## config.mk

```make
export PLATFORM = sky130hd
export DESIGN_NAME = ssy_grant_ctrl_flat
export DESIGN_NICKNAME = d
export VERILOG_FILES = /design/src/rtl/ssy_pkg.sv /design/src/rtl/ssy_grant_ctrl_if.sv /design/src/rtl/ssy_down_counter.sv /design/src/rtl/ssy_grant_ctrl.sv /design/src/flat_wrapper.sv
export SDC_FILE = /design/constraint.sdc
export NUM_CORES = 1
export LEC_CHECK = 0
export BUFFER_PORTS_ARGS = -buffer_cell sky130_fd_sc_hd__clkbuf_2
export CAP_MARGIN = 15
export CORE_AREA = 2 2 39 41
export CTS_BUF_LIST = sky130_fd_sc_hd__clkbuf_8
export CTS_CLUSTER_SIZE = 10
export DETAILED_ROUTE_END_ITERATION = 10
export DIE_AREA = 0 0 41 43
export PLACE_DENSITY = 0.51
export SLEW_MARGIN = 0
export SYNTH_ARGS = -nofsm -noshare
export SYNTH_HDL_FRONTEND = slang
export SYNTH_SLANG_ARGS = --single-unit
```

## constraint.sdc

```tcl
create_clock -name clk -period 4.7 [get_ports clk]
set_input_delay 0.94 -clock clk [delete_from_list [all_inputs] [get_ports clk]]
set_output_delay 0.94 -clock clk [all_outputs]
set_load 0.05 [all_outputs]
```

## src/rtl/ssy_pkg.sv

```systemverilog
// ssy_pkg: shared types and constants for the ssy grant controller.
//   state_t       : FSM state encoding (IDLE, WAIT, GRANT)
//   CNT_W         : width of the shared WAIT/GRANT down-counter
//   DEF_*         : default latency / grant-length values
//   ssy_in_range  : elaboration-time parameter range check
package ssy_pkg;

    typedef enum logic [1:0] {
        IDLE  = 2'd0,
        WAIT  = 2'd1,
        GRANT = 2'd2
    } state_t;

    localparam int CNT_W             = 4;
    localparam int DEF_GRANT_LATENCY = 2;
    localparam int DEF_GRANT_LEN     = 1;

    function automatic bit ssy_in_range(input int v, input int lo, input int hi);
        return (v >= lo) && (v <= hi);
    endfunction

endpackage

```

## src/rtl/ssy_grant_ctrl_if.sv

```systemverilog
// ssy_grant_ctrl_if: request/idle/granted handshake bundle.
//   request : requester -> controller, sampled only while idle=1
//   idle    : controller -> requester, controller can accept a request
//   granted : controller -> requester, grant active
// master = requester side, slave = controller side.
interface ssy_grant_ctrl_if;
    logic request;
    logic idle;
    logic granted;

    modport master (output request, input  idle, input  granted);
    modport slave  (input  request, output idle, output granted);
endinterface

```

## src/rtl/ssy_down_counter.sv

```systemverilog
// ssy_down_counter: loadable down-counter with zero flag.
//   clk, reset : clock, asynchronous active-high reset (count -> 0)
//   load       : load load_val (takes priority over dec)
//   load_val   : value to load
//   dec        : decrement by one; saturates at zero
//   zero       : count == 0
//   MAX_VAL    : largest value the owner will ever load (range-checked)
module ssy_down_counter
    import ssy_pkg::*;
#(
    parameter int MAX_VAL = 15
) (
    input  logic             clk,
    input  logic             reset,
    input  logic             load,
    input  logic [CNT_W-1:0] load_val,
    input  logic             dec,
    output logic             zero
);

    if (!ssy_in_range(MAX_VAL, 0, (1 << CNT_W) - 1)) begin : g_bad_max
        $fatal(1, "ssy_down_counter: MAX_VAL %0d does not fit in CNT_W", MAX_VAL);
    end

    logic [CNT_W-1:0] cnt;

    always_ff @(posedge clk or posedge reset) begin
        if (reset) begin
            cnt <= '0;
        end else if (load) begin
            cnt <= load_val;
        end else if (dec && (cnt != '0)) begin
            cnt <= cnt - 1'b1;
        end
    end

    assign zero = (cnt == '0);

endmodule

```

## src/rtl/ssy_grant_ctrl.sv

```systemverilog
// ssy_grant_ctrl: single-requester grant sequencer.
//   An accepted request (request=1 while idle=1) produces GRANT_LATENCY cycles
//   later a granted pulse GRANT_LEN cycles long, then returns to idle on the
//   same edge granted falls. Requests while busy are ignored (no queuing).
// Ports:
//   clk   : rising-edge clock
//   reset : asynchronous active-high reset; aborts any transaction
//   bus   : ssy_grant_ctrl_if.slave (request in, idle/granted out, registered)
// Parameters:
//   GRANT_LATENCY : request cycle -> first granted cycle, 1..15
//   GRANT_LEN     : granted pulse length in cycles, 1..15
// Build option:
//   SSY_ASSERT_EN : compile the embedded SVA (assume/assert/cover).
module ssy_grant_ctrl
    import ssy_pkg::*;
#(
    parameter int GRANT_LATENCY = DEF_GRANT_LATENCY,
    parameter int GRANT_LEN     = DEF_GRANT_LEN
) (
    input  logic              clk,
    input  logic              reset,
    ssy_grant_ctrl_if.slave   bus
);

    if (!ssy_in_range(GRANT_LATENCY, 1, 15)) begin : g_bad_lat
        $fatal(1, "ssy_grant_ctrl: GRANT_LATENCY %0d out of range 1..15", GRANT_LATENCY);
    end
    if (!ssy_in_range(GRANT_LEN, 1, 15)) begin : g_bad_len
        $fatal(1, "ssy_grant_ctrl: GRANT_LEN %0d out of range 1..15", GRANT_LEN);
    end

    // WAIT lasts GRANT_LATENCY-1 cycles (the request cycle itself counts toward
    // the latency), so the counter is loaded with one less than that and WAIT
    // exits on the zero flag. GRANT lasts GRANT_LEN cycles the same way.
    localparam logic [CNT_W-1:0] WAIT_LD =
        CNT_W'((GRANT_LATENCY > 1) ? GRANT_LATENCY - 2 : 0);
    localparam logic [CNT_W-1:0] LEN_LD  = CNT_W'(GRANT_LEN - 1);
    localparam int               MAX_LD  =
        (GRANT_LATENCY > GRANT_LEN) ? GRANT_LATENCY - 1 : GRANT_LEN - 1;

    state_t           state;
    logic             idle_q;
    logic             granted_q;
    logic             cnt_load;
    logic [CNT_W-1:0] cnt_ld_val;
    logic             cnt_dec;
    logic             cnt_zero;

    ssy_down_counter #(.MAX_VAL(MAX_LD)) u_cnt (
        .clk      (clk),
        .reset    (reset),
        .load     (cnt_load),
        .load_val (cnt_ld_val),
        .dec      (cnt_dec),
        .zero     (cnt_zero)
    );

    // Counter control mirrors the FSM transitions below.
    always_comb begin
        cnt_load   = 1'b0;
        cnt_ld_val = '0;
        cnt_dec    = 1'b0;
        unique case (state)
            IDLE: if (bus.request) begin
                cnt_load   = 1'b1;
                cnt_ld_val = (GRANT_LATENCY == 1) ? LEN_LD : WAIT_LD;
            end
            WAIT: if (cnt_zero) begin
                cnt_load   = 1'b1;
                cnt_ld_val = LEN_LD;
            end else begin
                cnt_dec    = 1'b1;
            end
            GRANT: cnt_dec = !cnt_zero;
            default: ;
        endcase
    end

    always_ff @(posedge clk or posedge reset) begin
        if (reset) begin
            state     <= IDLE;
            idle_q    <= 1'b1;
            granted_q <= 1'b0;
        end else begin
            unique case (state)
                IDLE: if (bus.request) begin
                    idle_q <= 1'b0;
                    if (GRANT_LATENCY == 1) begin
                        state     <= GRANT;
                        granted_q <= 1'b1;
                    end else begin
                        state     <= WAIT;
                    end
                end
                WAIT: if (cnt_zero) begin
                    state     <= GRANT;
                    granted_q <= 1'b1;
                end
                GRANT: if (cnt_zero) begin
                    state     <= IDLE;
                    idle_q    <= 1'b1;
                    granted_q <= 1'b0;
                end
                default: begin
                    state     <= IDLE;
                    idle_q    <= 1'b1;
                    granted_q <= 1'b0;
                end
            endcase
        end
    end

    assign bus.idle    = idle_q;
    assign bus.granted = granted_q;

`ifdef SSY_ASSERT_EN
    a_req_idle: assume property (@(posedge clk) disable iff (reset)
        bus.request |-> bus.idle);

    a_excl: assert property (@(posedge clk) disable iff (reset)
        !(bus.idle && bus.granted));

    a_latency: assert property (@(posedge clk) disable iff (reset)
        bus.request && bus.idle |-> ##GRANT_LATENCY bus.granted);

    a_len: assert property (@(posedge clk) disable iff (reset)
        $rose(bus.granted) |-> bus.granted [*GRANT_LEN] ##1 !bus.granted);

    a_known: assert property (@(posedge clk) disable iff (reset)
        !$isunknown({bus.idle, bus.granted}));

    // Next request accepted in the first idle cycle after a grant.
    c_b2b: cover property (@(posedge clk) disable iff (reset)
        $fell(bus.granted) && bus.idle && bus.request);
`endif

endmodule

```

## src/flat_wrapper.sv

```systemverilog
// flat-port wrapper written by rule: the top's interface ports become plain ports
module ssy_grant_ctrl_flat import ssy_pkg::*;
#(
    parameter int GRANT_LATENCY = DEF_GRANT_LATENCY,
    parameter int GRANT_LEN     = DEF_GRANT_LEN
)
  (clk, reset, bus_request, bus_idle, bus_granted);
  ssy_grant_ctrl_if bus_i ();
  input  logic clk;
  input  logic reset;
  input wire logic [$bits(bus_i.request)-1:0] bus_request;
  output wire logic [$bits(bus_i.idle)-1:0] bus_idle;
  output wire logic [$bits(bus_i.granted)-1:0] bus_granted;
  assign bus_i.request = bus_request;
  assign bus_idle = bus_i.idle;
  assign bus_granted = bus_i.granted;
  ssy_grant_ctrl #(.GRANT_LATENCY(GRANT_LATENCY), .GRANT_LEN(GRANT_LEN)) u_core (.clk(clk), .reset(reset), .bus(bus_i));
endmodule
```

Word level (Yosys, flattened, before mapping)
Cells that the tools add are included.
Word-level totals
  flip-flop bits (word level): 8
  input bits: 3
  output and inout bits: 2
Operators by class
  add/subtract/negate cells: 1
  eq/ne operators: 5
  multiplexer cells: 16
  bitwise logic cells: 2
  reductions and logical operators: 9
Operators with widths (number)
  $reduce_and A3 Y1: 3
  $mux W4: 2
  $mux W1: 6
  $mux W2: 3
  $pmux W1 S3: 2
  $pmux W2 S3: 1
  $logic_not A4 Y1: 1
  $ne A2 B1 Y1 const B: 2
  $pmux W1 S2: 2
  $reduce_bool A4 Y1: 1
  $sub A4 B1 Y4 const B: 1
  $eq A2 B1 Y1 const B: 1
  $eq A2 B2 Y1 const B: 1
  $logic_not A2 Y1: 1
  $ne A2 B2 Y1 const B: 1
  $not A1 Y1: 2
  $reduce_bool A2 Y1: 1
  $logic_and A1 B1 Y1: 1
  $logic_not A1 Y1: 1

Logic depth before layout (Yosys ltp)
  word-level depth: 6
  gate-level depth with buffers: 6
  depth with buffers taken out: 5

By module
From an unflattened synthesis, not the netlist that was laid out.
Unflattened totals
  cell total of the unflattened synthesis: 53
  area, all modules: 543.0 µm²
By module, submodules not included
  ssy_grant_ctrl: times used 1, cells an instance 25, area an instance 281.5 µm², seq. area each 101.3 µm²
  ssy_down_counter: times used 1, cells an instance 28, area an instance 261.5 µm², seq. area each 100.1 µm²

Worst setup path after synthesis
No wires, ideal clock.
  path kind: input to register
  start: in bus_request
  end: reg u_core.state[0]
  library setup time: 125 ps
  arrival time: 1501 ps
  setup slack: 3074 ps
  cell stages on the path: 3
  path buffers: 0
  cells stage by stage: nand2b_1 > o21ai_0 > mux2_2
On the way
  cells in the longest elaborated chain, start to end: 2
RTL lines
  start, declared: line flat_wrapper.sv:11  | input wire logic [$bits(bus_i.request)-1:0] bus_request;
  $ne A2 B2 Y1 (no source line)
  $reduce_and A3 Y1 (no source line)
  end signal, assigned: line ssy_grant_ctrl.sv:81  | state <= IDLE;
  end signal, assigned: line ssy_grant_ctrl.sv:89  | state <= GRANT;
  end signal, assigned: line ssy_grant_ctrl.sv:92  | state <= WAIT;
  end, declared: line ssy_grant_ctrl.sv:41  | state_t state;
No other way between the ends.
A chain may end at the register's enable or synchronous reset.

Worst setup path in the final report
  start: reg u_core.u_cnt.cnt[0]
  end: reg u_core.state[0]
On the way
  cells in the longest elaborated chain, start to end: 3
  elaborated cells between the ends (all ways): 4
RTL lines
  start, declared: line ssy_down_counter.sv:25  | logic [CNT_W-1:0] cnt;
  start signal, assigned: line ssy_down_counter.sv:31  | cnt <= load_val;
  start signal, assigned: line ssy_down_counter.sv:33  | cnt <= cnt - 1'b1;
  $logic_not A4 Y1 (*): line ssy_down_counter.sv:37  | assign zero = (cnt == '0);
  $ne A2 B1 Y1 (no source line)
  $reduce_and A3 Y1 (no source line) (*)
Mark *: on every way between the ends. The rest lies on a longest branch, timed or not.

==> flow_summary.json <==
{
  "clkPwrFrac": 0.260,
  "post_drt_wl_per_cell_um": 11.8,
  "tightestPinTransition_ns": 0.968,
  "layout_min_cycle_time_ns": 2.08,
  "postCtsHoldBufs": 0,
  "chipWidth_um": 41,
  "overflow": 0,
  "antenna-diode-count": 0,
  "hold_path_class": "reg -> reg",
  "max_cap_violations": 0,
  "floorplan.die.height_um": 43,
  "cts-buffers-inserted": 3,
  "p_leak_nw": 0.274,
  "final-hold-violation-count": 0,
  "arrival_time_reported_for_the_critical_path_endpoint_ns": 2.19,
  "ys.warnings.count": 0,
  "sequential_element_share_of_the_synthesized_area": 0.412,
  "final_antenna_net_count": 0,
  "power_mw": 0.327,
  "die-area_sq_um": 1760,
  "power_density_nw_per_um2": 575,
  "totalNegativeSetupSlack_ns": 0,
  "global_route.peak_usage_layer": "met2",
  "critical_path.startpoint_type": "register",
  "floorplan.initialDensity": 0.354,
  "vias_per_cell": 4.99,
  "synth.avg_cell_area_sq_um": 9.23,
  "timing.critical_path.required_ns": 4.81,
  "grt_first_pass_wirelength_um": 1660,
  "drc": 0,
  "clock_sinks": 8,
  "vias": 379,
  "floorplan.io_pins": 5,
  "setup_viols_final": 0,
  "sequentialPowerShare": 0.307,
  "dpl.hpwl_um": 646,
  "setup.worst_path.end_class": "register",
  "syn_area_sq_um": 489,
  "finalClockSkew_ns": 0.00154,
  "netSwitchingFraction": 0.419,
  "dr.first_iter.drc_count": 2,
  "grtUsageTotal": 0.144,
  "final_core_utilization": 0.411,
  "area_growth_syn_to_fin_pct": 16.4,
  "grt_max_degree": 12,
  "io_buffer_count": 4,
  "timing.slew.headroom": 0.353,
  "firstDrtPassIters": 4,
  "global_route.usage.met2": 0.222,
  "number_of_gates_given_a_new_drive_strength_after_cts": 0,
  "detail_route.wirelength_um": 893,
  "place_ws_ns": 2.65,
  "postCtsSetupRepairBufs": 0,
  "tritoncts": "done",
  "number_of_register_bits_inferred_by_synthesis": 8,
  "slew_violations": 0,
  "criticalPathCategory": "reg -> reg",
  "crit_path_max_fo": 11,
  "cts.htree.levels": 1,
  "cts.root.buffer_cell": "clkbuf_8",
  "irDropWorstVdd_mv": 0.279,
  "status": "finished clean",
  "antenna_found_initial": 0,
  "core_sq_um": 1380,
  "finalCritPeriodShare": 0.443,
  "worst_setup_hold_path_clk_slew_ns": 0.04,
  "routabilityCongestion": 0.713,
  "power.switching_mw": 0.137,
  "clock_latency_ns": 0.23,
  "setup_ws_ns": 2.62,
  "share_comb_of_total_power": 0.434,
  "met3_usage": 0.0471,
  "internal_power_mw": 0.190,
  "clock.fmax_mhz": 480,
  "synth_cells": 53,
  "cts_max_path_buffers": 2,
  "floorplan_row_count": 14,
  "number_of_distinct_library_cells_after_synthesis": 18,
  "met1_usage": 0.158,
  "vias_in_the_first_global_route": 386,
  "post_layout_nets": 70,
  "grt_setup_unrepaired": "false",
  "layout-drive-gt1-share": 0.167,
  "syn_nets": 62
}
-- Yosys cell counts, drive strengths merged --
library cell  n  area (sq um)
or4           2          15.0
o21ai         6          30.0
dfrtp         7           175
mux2          1          11.3
nor3b         1          7.51
or3           3          18.8
o211ai        1          7.51
dfstp         1          26.3
o31ai         1          7.51
or3b          1          8.76
inv           9          33.8
ha            6          75.1
a21oi         9          45.0
nand2b        1          6.26
buf           1          5.00
nor2          1          3.75
a22o          1          8.76
nand2         1          3.75
-- placed cells by master (no fill, tap or decap), drive strengths merged, types with 2 or more instances in the layout --
master,Yosys,final
ha,6,6
a21oi,9,9
dfrtp,7,7
inv,9,10
or4,2,2
clkbuf,0,7
or3,3,3
o21ai,6,6
-- flip-flops by register name, summed over array words and instances (netlist names) --
name and count:
u_core.bus.idle 1, u_core.u_cnt.cnt 4, u_core.state 2, u_core.bus.granted 1
-- critical path, stage by stage, from the launching register on --
cell	delay [ns]
dfrtp_1	0.39
inv_1	0.09
ha_1	0.16
nor3b_1	0.79
o21ai_0	0.23
mux2_2	0.31
-- cells by family after synthesis --
logic type,synth area share
AO/OA/AOI/OAI,0.202
adder cells (fa/ha/maj),0.153
buffers and inverters,0.0793
flip-flops,0.412
multiplexers,0.0230
AND/OR/NAND/NOR,0.130
-- through the flow --
| step | instances | hold slack, ns | cell area [sq um] |
|---|---|---|---|
| after floorplan | 53 | 0.509 | 489 |
| after global placement | 72 | 0.531 | 524 |
| after detailed placement | 72 | 0.531 | 524 |
| after CTS | 76 | 0.556 | 569 |
| after global routing | 76 | 0.574 | 569 |
| final | 76 | 0.542 | 569 |
-- per-layer routing --
| metal | vias to the layer above | share of wire | wire length [um] |
|---|---|---|---|
| li1 | 196 | - | - |
| met1 | 170 | 0.44 | 396 |
| met2 | 8 | 0.49 | 434 |
| met3 | 5 | 0.039 | 35 |
| met4 | 0 | 0.029 | 26 |
| met5 | - | 0 | 0 |
-- path summary, 6_finish.rpt --
path / from / endpoint / slack [ns] / cells past startpoint
max in group asynchronous: reset / u_core.bus.idle$_DFFE_PP1P_ / 3.79 / 2
min in group asynchronous: reset / u_core.bus.granted$_DFFE_PP0P_ / 0.63 / 2
hold / removal: u_core.bus.granted$_DFFE_PP0P_ / u_core.bus.granted$_DFFE_PP0P_ / 0.54 / 2
hold reg to reg: u_core.bus.granted$_DFFE_PP0P_ / u_core.bus.granted$_DFFE_PP0P_ / 0.54 / 2
setup reg to reg: u_core.u_cnt.cnt[0]$_DFFE_PP0P_ / u_core.state[0]$_DFFE_PP0P_ / 2.62 / 5
setup / recovery: u_core.u_cnt.cnt[0]$_DFFE_PP0P_ / u_core.state[0]$_DFFE_PP0P_ / 2.62 / 5
-- power by group through the flow --
stage               Sequential (mW)  Combinational, mW  Clock (mW)
finish                        0.100              0.142      0.0850
global route                  0.103              0.165      0.0900
CTS                           0.101              0.143      0.0871
detailed placement            0.102              0.141           0
global placement              0.102              0.144           0
floorplan                     0.129             0.0826           0
-- area by class of cell --
| cell class | count | area [sq um] |
|---|---|---|
| fillers | 141 | 815 |
| multi-input cells | 35 | 249 |
| flip-flops and latches | 8 | 201 |
| clock buffers | 3 | 41.3 |
| inverters | 9 | 33.8 |
| repair buffers | 4 | 20.0 |
| well taps | 16 | 20.0 |
| clock inverters | 1 | 3.75 |
Power figures use the tool's default switching activity.
